[config.mk]
export PLATFORM = sky130hd
export DESIGN_NAME = as1802_uart
export DESIGN_NICKNAME = d
export VERILOG_FILES = /design/src/rtl/as1802_uart.sv
export SDC_FILE = /design/constraint.sdc
export NUM_CORES = 1
export LEC_CHECK = 0
export BUFFER_PORTS_ARGS = -buffer_cell sky130_fd_sc_hd__clkbuf_2
export CAP_MARGIN = 15
export CORE_MARGIN = 3
export CORE_UTILIZATION = 55
export CTS_CLUSTER_DIAMETER = 100
export DETAILED_ROUTE_END_ITERATION = 8
export PLACE_DENSITY = 0.73
export SYNTH_ARGS = -nofsm -noshare
export SYNTH_HDL_FRONTEND = slang
export SYNTH_SLANG_ARGS = --single-unit
export TNS_END_PERCENT = 100
[constraint.sdc]
create_clock -name clk -period 4.17 [get_ports clk]
set_input_delay 0.2085 -clock clk [delete_from_list [all_inputs] [get_ports clk]]
set_output_delay 0.2085 -clock clk [all_outputs]
set_load 0.02 [all_outputs]
[src/rtl/as1802_uart.sv]
// as1802 UART: byte-wide 8N1 serial transceiver, LSB first, programmable bit period.
// TX and RX run as independent state machines; the RX pad is synchronized before use.
module as1802_uart #(
    parameter int SYNC_STAGES = 2
) (
    input  logic        clk,
    input  logic        rst,
    input  logic [15:0] divisor,
    input  logic [7:0]  din,
    output logic [7:0]  dout,
    output logic        TX,
    input  logic        RX,
    input  logic        start,
    output logic        busy,
    output logic        has_byte,
    input  logic        clr_hb,
    output logic        overrun,
    output logic        frame_err
);

    typedef enum logic [1:0] {
        ST_IDLE  = 2'd0,
        ST_START = 2'd1,
        ST_DATA  = 2'd2,
        ST_STOP  = 2'd3
    } state_t;

    logic [15:0]            period_s;
    logic                   rxs_s;
    logic [SYNC_STAGES-1:0] rx_sync_r;

    state_t      tx_state_r;
    logic [15:0] tx_p_r;
    logic [15:0] tx_cnt_r;
    logic [2:0]  tx_bit_r;
    logic [7:0]  tx_shift_r;

    state_t      rx_state_r;
    logic [15:0] rx_p_r;
    logic [15:0] rx_cnt_r;
    logic [2:0]  rx_bit_r;
    logic [7:0]  rx_shift_r;

    // Effective bit period: anything below two cycles cannot be centre-sampled.
    always_comb begin
        if (divisor < 16'd2) begin
            period_s = 16'd2;
        end else begin
            period_s = divisor;
        end
    end

    assign rxs_s = rx_sync_r[SYNC_STAGES-1];

    // RX pad synchronizer chain, idles high like the line itself.
    always_ff @(posedge clk) begin
        if (rst) begin
            rx_sync_r <= {SYNC_STAGES{1'b1}};
        end else begin
            rx_sync_r <= {rx_sync_r[SYNC_STAGES-2:0], RX};
        end
    end

    // Transmit FSM: each bit is held for exactly tx_p_r cycles.
    always_ff @(posedge clk) begin
        if (rst) begin
            tx_state_r <= ST_IDLE;
            tx_p_r     <= 16'd0;
            tx_cnt_r   <= 16'd0;
            tx_bit_r   <= 3'd0;
            tx_shift_r <= 8'd0;
            TX         <= 1'b1;
            busy       <= 1'b0;
        end else begin
            case (tx_state_r)
                ST_IDLE: begin
                    TX   <= 1'b1;
                    busy <= 1'b0;
                    if (start) begin
                        tx_state_r <= ST_START;
                        tx_p_r     <= period_s;
                        tx_cnt_r   <= period_s - 16'd1;
                        tx_shift_r <= din;
                        TX         <= 1'b0;
                        busy       <= 1'b1;
                    end
                end
                ST_START: begin
                    if (tx_cnt_r == 16'd0) begin
                        tx_state_r <= ST_DATA;
                        tx_cnt_r   <= tx_p_r - 16'd1;
                        tx_bit_r   <= 3'd0;
                        TX         <= tx_shift_r[0];
                    end else begin
                        tx_cnt_r <= tx_cnt_r - 16'd1;
                    end
                end
                ST_DATA: begin
                    if (tx_cnt_r == 16'd0) begin
                        tx_cnt_r <= tx_p_r - 16'd1;
                        if (tx_bit_r == 3'd7) begin
                            tx_state_r <= ST_STOP;
                            TX         <= 1'b1;
                        end else begin
                            tx_bit_r   <= tx_bit_r + 3'd1;
                            tx_shift_r <= {1'b0, tx_shift_r[7:1]};
                            TX         <= tx_shift_r[1];
                        end
                    end else begin
                        tx_cnt_r <= tx_cnt_r - 16'd1;
                    end
                end
                ST_STOP: begin
                    if (tx_cnt_r == 16'd0) begin
                        tx_state_r <= ST_IDLE;
                        busy       <= 1'b0;
                    end else begin
                        tx_cnt_r <= tx_cnt_r - 16'd1;
                    end
                end
                default: begin
                    tx_state_r <= ST_IDLE;
                    TX         <= 1'b1;
                    busy       <= 1'b0;
                end
            endcase
        end
    end

    // Receive FSM: half-period to the start-bit centre, then one full period per bit.
    always_ff @(posedge clk) begin
        if (rst) begin
            rx_state_r <= ST_IDLE;
            rx_p_r     <= 16'd0;
            rx_cnt_r   <= 16'd0;
            rx_bit_r   <= 3'd0;
            rx_shift_r <= 8'd0;
            dout       <= 8'd0;
            has_byte   <= 1'b0;
            overrun    <= 1'b0;
            frame_err  <= 1'b0;
        end else begin
            frame_err <= 1'b0;
            if (clr_hb) begin
                has_byte <= 1'b0;
                overrun  <= 1'b0;
            end
            case (rx_state_r)
                ST_IDLE: begin
                    if (!rxs_s) begin
                        rx_state_r <= ST_START;
                        rx_p_r     <= period_s;
                        rx_cnt_r   <= (period_s >> 1) - 16'd1;
                    end
                end
                ST_START: begin
                    if (rx_cnt_r == 16'd0) begin
                        if (rxs_s) begin
                            rx_state_r <= ST_IDLE;
                        end else begin
                            rx_state_r <= ST_DATA;
                            rx_cnt_r   <= rx_p_r - 16'd1;
                            rx_bit_r   <= 3'd0;
                        end
                    end else begin
                        rx_cnt_r <= rx_cnt_r - 16'd1;
                    end
                end
                ST_DATA: begin
                    if (rx_cnt_r == 16'd0) begin
                        rx_shift_r <= {rxs_s, rx_shift_r[7:1]};
                        rx_cnt_r   <= rx_p_r - 16'd1;
                        if (rx_bit_r == 3'd7) begin
                            rx_state_r <= ST_STOP;
                        end else begin
                            rx_bit_r <= rx_bit_r + 3'd1;
                        end
                    end else begin
                        rx_cnt_r <= rx_cnt_r - 16'd1;
                    end
                end
                ST_STOP: begin
                    if (rx_cnt_r == 16'd0) begin
                        rx_state_r <= ST_IDLE;
                        if (rxs_s) begin
                            // A capture overrides a coincident clr_hb on has_byte.
                            dout     <= rx_shift_r;
                            has_byte <= 1'b1;
                            if (has_byte && !clr_hb) begin
                                overrun <= 1'b1;
                            end
                        end else begin
                            frame_err <= 1'b1;
                        end
                    end else begin
                        rx_cnt_r <= rx_cnt_r - 16'd1;
                    end
                end
                default: begin
                    rx_state_r <= ST_IDLE;
                end
            endcase
        end
    end

endmodule

# --- After elaboration in Yosys (flattened, before gate mapping) ---
# Cells that the tools add are included.
word_totals:
  reg_bits: 105
  latch_bits: 0
  mem_bits_rw: 0
  mem_bits_ro: 0
  out_inout_bits: 13
  mem_count: 0
op_classes:
  add_sub_neg: 8
  mul: 0
  div: 0
  order_cmp: 1
  eq_ne: 24
  shifts: 0
  n_mux: 55
  n_bitwise: 3
  n_reduce_logical: 26
op_table:
  columns: ["cell", "count"]
  rows:
  - ["$mux 16", 9]
  - ["$sub 16x1->16 const B", 5]
  - ["$pmux 16 s4", 1]
  - ["$pmux 16 s3", 1]
  - ["$logic_not 16->1", 2]
  - ["$ne 2x2->1 const B", 15]
  - ["$mux 8", 3]
  - ["$mux 2", 11]
  - ["$mux 3", 7]
  - ["$lt 16x2->1 const B", 1]
  - ["$mux 1", 16]
  - ["$pmux 2 s4", 2]
  - ["$pmux 8 s2", 1]
  - ["$sub 15x1->16 const B", 1]
  - ["$reduce_and 5->1", 3]
  - ["$pmux 3 s2", 2]
  - ["$reduce_and 2->1", 5]
  - ["$reduce_and 3->1", 3]
  - ["$eq 2x2->1 const B", 4]
  - ["$reduce_and 4->1", 2]
  - ["$reduce_bool 2->1", 4]
  - ["$add 3x1->3 const B", 2]
  - ["$eq 3x3->1 const B", 2]
  - ["$eq 2x1->1 const B", 2]
  - ["other kinds (10)", 13]

# --- Longest topological paths before layout ---
depth:
  word_depth: 6
  depth_mapped: 11
  ltp_nobuf: 10

# --- Worst setup path before layout ---
# OpenSTA, ideal clock, no wires.
synth_timing:
  kind: "input-to-reg"
  from: "input port divisor[11]"
  to: "register rx_cnt_r[4]"
  setup_ns: 0.058
  arrival_time_ns: 2.728
  path_slack_ns: 1.385
  cell_stages: 10
  path_cell_list: "buf_6 -> or4_4 -> nor3_1 -> a31oi_1 -> ha_1 -> and2b_1 -> a21bo_2 -> a311o_1 -> a21oi_1 -> a31o_2"
synth_via:
  elab_chain_len: 5
synth_lines:
  columns: ["element", "line_no", "text"]
  rows:
  - ["start, declared", "8", "input logic [15:0] divisor,"]
  - ["$lt 16x2->1", "46", "if (divisor < 16'd2) begin"]
  - ["$mux 16", "46", null]
  - ["$sub 15x1->16", "153", "rx_cnt_r <= (period_s >> 1) - 16'd1;"]
  - ["$mux 16", "150", "if (!rxs_s) begin"]
  - ["$pmux 16 s4", "148", "case (rx_state_r)"]
  - ["end signal, assigned", "153", null]
  - ["end signal, assigned", "162", "rx_cnt_r <= rx_p_r - 16'd1;"]
  - ["end signal, assigned", "166", "rx_cnt_r <= rx_cnt_r - 16'd1;"]
  - ["end, declared", "40", "logic [15:0] rx_cnt_r;"]
# No other way between the ends. The select of a mux whose other input is x is not followed.
# A chain may end at the register's enable or synchronous reset.

# --- Final worst setup path ---
layout_timing:
  from: "register tx_state_r[0]"
  to: "register tx_cnt_r[14]"
layout_via:
  elab_chain_len: 3
layout_lines:
  columns: ["element", "line_no", "text"]
  rows:
  - ["start, declared", "32", "state_t tx_state_r;"]
  - ["start signal, assigned", "67", "tx_state_r <= ST_IDLE;"]
  - ["start signal, assigned", "80", "tx_state_r <= ST_START;"]
  - ["start signal, assigned", "90", "tx_state_r <= ST_DATA;"]
  - ["$eq 2x2->1, or another cell as far along", "75", "case (tx_state_r)"]
  - ["$reduce_or 2->1 (no source line) or $ne 2x2->1 (tied branches)", null, null]
  - ["$pmux 16 s3 or $reduce_and 2->1 (tied branches)", null, null]
  - ["end signal, assigned", "82", "tx_cnt_r <= period_s - 16'd1;"]
  - ["end signal, assigned", "91", "tx_cnt_r <= tx_p_r - 16'd1;"]
  - ["end signal, assigned", "95", "tx_cnt_r <= tx_cnt_r - 16'd1;"]
  - ["end, declared", "34", "logic [15:0] tx_cnt_r;"]
# Several ways; a longest one is shown, not always the timed one.

==> impl_metrics.env <==
export IMPL_outcome="complete, no violations"
export IMPL_vias=6186
export IMPL_ys_flop_type="dfxtp_1"
export IMPL_place_congestion=0.949
export IMPL_tightest_slew_ps=915
export IMPL_start_util_pct=57.8
export IMPL_layout_setup_ws_ps=1220
export IMPL_whs_ps=17.6
export IMPL_cellPowerDensity_mw_per_mm2=632
export IMPL_die_w_um=117
export IMPL_grt_start_max_net_pins=57
export IMPL_post_drt_wl_per_cell_um=18.5
export IMPL_numCtsBuffers=9
export IMPL_synthCells=835
export IMPL_cp_max_fo=18
export IMPL_rows=39
export IMPL_hpwl_mm=12.9
export IMPL_synth_cell_types=77
export IMPL_synth_edf_count=0
export IMPL_yosys_area_top_type="dfxtp_1"
export IMPL_endpoint_kind="register"
export IMPL_clkSinkCount=105
export IMPL_p_int_mw=2.48
export IMPL_finalHoldViolCount=0
export IMPL_worstPathRequired_ps=4440
export IMPL_cts_clk_slew_worst_paths_ps=80
export IMPL_ir_drop_uv=294
export IMPL_via_per_inst=6.30
export IMPL_worstHoldPathType="in2reg"
export IMPL_drive_gt1_share_pct=11.1
export IMPL_arrival_ps=3220
export IMPL_sw_frac_of_total_pct=44.7
export IMPL_drt_pass1_iter_count=6
export IMPL_design_area_mm2=0.00711
export IMPL_drt_initial_drc_count=530
export IMPL_maxSlewHeadroom_pct=38.9
export IMPL_seqPwrFrac_pct=31.6
export IMPL_ios=42
export IMPL_core_area_mm2=0.0117
export IMPL_setup_viol=0
export IMPL_postCtsSetupBuffers=0
export IMPL_min_period_ps=2950
export IMPL_clock_latency_ps=370
export IMPL_fin_cells=982
export IMPL_synth_top_area_share_pct=31.0
export IMPL_critPathLaunchType="register"
export IMPL_syn2layout_area_growth_pct=4.95
export IMPL_ant_nets=0
export IMPL_finalWirelength_mm=18.2
export IMPL_io_buffers=41
export IMPL_cts_max_path_buffers=2
export IMPL_grt_usage_pct=27.3
export IMPL_post_cts_resize_count=0
export IMPL_die_area_mm2=0.0137
export IMPL_ys_async_sr_fraction_pct=0
export IMPL_tns_ps=0
export IMPL_p_leak_nw=2.79
export IMPL_ys_ff_latch=105
export IMPL_drv_slew=0
export IMPL_htreeDepth=3
export IMPL_p_sw_mw=2.01
export IMPL_comb_power_share_pct=48.5
export IMPL_die_h_um=117
export IMPL_power_frac_clock_pct=19.9
export IMPL_dpl_cell_count=965
export IMPL_holdBufCountCts=1
export IMPL_ys_seq_area_share_pct=31.0
export IMPL_grt_overflow=0
export IMPL_multi_input_area_mm2=0.00415
export IMPL_fin_crit_sh_pct=70.8
export IMPL_synth_nets=886
export IMPL_fill_cells=1092
export IMPL_clock_skew_ps=11.6
export IMPL_place_area_mm2=0.00678
export IMPL_regArea_mm2=0.00210
export IMPL_cts_tree="built"
export IMPL_grt_pass1_vias=5762
export IMPL_synth_area_mm2=0.00677
export IMPL_synth_avg_cell_area_um2=8.11
export IMPL_grt_antenna_before_repair=0
export IMPL_fmax_ghz=0.339
export IMPL_diodes=0
export IMPL_drc=0
export IMPL_root_buffer="clkbuf_16"
export IMPL_synthTopCellsByArea="dfxtp_1 31%, nand2_1 7.4%, xnor2_1 5.0%, a21oi_1 5.0%, ha_1 4.1%"
export IMPL_nNetsFinal=885
export IMPL_critPathKind="reg2reg"
export IMPL_preCtsSetupSlack_ps=1010
export IMPL_yosysWarnings=0
export IMPL_grt_pass1_wl_mm=29.3
export IMPL_timing_max_cap_violations=0
export IMPL_rsz0062_at_grt="false"
-- area by class of cell --
cell class | instances | area share (%)
Clock buffer | 9 | 3.17
Clock inverter | 7 | 1.22
Inverter | 23 | 1.22
Multi-Input combinational cell | 645 | 58.4
Sequential cell | 105 | 29.6
Tap cell | 143 | 2.52
Timing Repair Buffer | 50 | 3.91
-- final timing paths --
path                  from      endpoint  slack [ps]  depth (start not counted)
max          tx_state_r[0]  tx_cnt_r[14]        1220                          9
min                     RX  rx_sync_r[0]          20                          2
min reg2reg   rx_sync_r[0]  rx_sync_r[1]         410                          1
max reg2reg  tx_state_r[0]  tx_cnt_r[14]        1220                          9
-- sequential cells by signal, indices dropped and copies added, names as in the netlist, named ones only --
name	cells
tx_bit_r	3
dout	8
rx_bit_r	3
rx_cnt_r	16
rx_sync_r	2
tx_state_r	2
rx_p_r	16
tx_cnt_r	16
frame_err	1
has_byte	1
rx_shift_r	8
rx_state_r	1
tx_p_r	16
overrun	1
tx_shift_r	8
busy	1
TX	1
-- cells in the final DEF (no fill, tap or decap), types with 6 or more instances in the layout --
cell type	netlist	final
xor2_1	28	28
a221oi_1	9	9
a221o_1	9	9
a211o_1	7	7
ha_1	22	22
a22oi_1	7	7
clkbuf_16	0	9
a31oi_1	7	7
nand3_1	27	27
or4_1	7	7
dfxtp_1	105	105
nor4_1	14	14
a21oi_1	68	68
or3_1	9	9
a211oi_1	15	15
nand4_1	6	6
nor2_1	58	58
o21ai_0	23	23
mux2i_1	21	21
xnor2_1	39	39
nand2b_1	6	6
clkbuf_2	0	40
nand2_1	133	133
nor3_1	26	26
inv_1	23	23
buf_4	4	9
-- worst max-delay path, cell delays in order, from the launching register on --
cell	delay [ps]
dfxtp_1	350
inv_1	100
ha_1	630
inv_1	450
nor2_1	340
a21oi_1	70
buf_4	220
nand2_1	210
o22ai_1	150
a2111oi_2	320
-- cells in the mapped netlist (11+ instances only) --
| master | instances |
|---|---|
| a21oi_1 | 68 |
| nand3_1 | 27 |
| nor4_1 | 14 |
| clkbuf_1 | 33 |
| xnor2_1 | 39 |
| a211oi_1 | 15 |
| nand2_1 | 133 |
| o21ai_0 | 23 |
| nor3_1 | 26 |
| inv_1 | 23 |
| buf_2 | 11 |
| nor2_1 | 58 |
| xor2_1 | 28 |
| ha_1 | 22 |
| dfxtp_1 | 105 |
| mux2i_1 | 21 |
-- layer usage --
metal	part of all wire (%)	wire length, um	GRT usage (%)	vias to the layer above
met1	44	7920	35.4	2948
met4	2.8	514	12.2	0
met3	5.4	984	4.06	43
li1	-	-	-	3001
met5	0	0	0	-
met2	48	8740	44.9	194
-- stage by stage --
step	utilization, %	power [mW]
global route	60.7	4.78
floorplan	-	3.15
global placement	57.9	3.53
CTS	60.7	4.47
finish	60.7	4.49
detailed placement	57.9	3.57
-- power by group through the flow --
stage                     sequential, mW  combinational (mW)  clock, mW
final                               1.42                2.18      0.895
after global routing                1.45                2.39      0.942
after floorplan                     1.37                1.79          0
after detailed placement            1.43                2.13          0
after CTS                           1.41                2.15      0.907
after global placement              1.42                2.11          0
-- kinds of logic (layout without fill, tap and decap cells) --
kind of cell / Yosys count / in the layout / synth area share [%]
flops: 105 / 105 / 31.0
compound gates: 201 / 201 / 20.4
mux: 21 / 21 / 3.10
simple gates: 334 / 334 / 25.0
fa+ha+maj: 22 / 22 / 4.07
buf+inv: 85 / 89 / 7.67
xor+xnor: 67 / 67 / 8.67
Note: power is estimated with default switching activity, not from simulation.
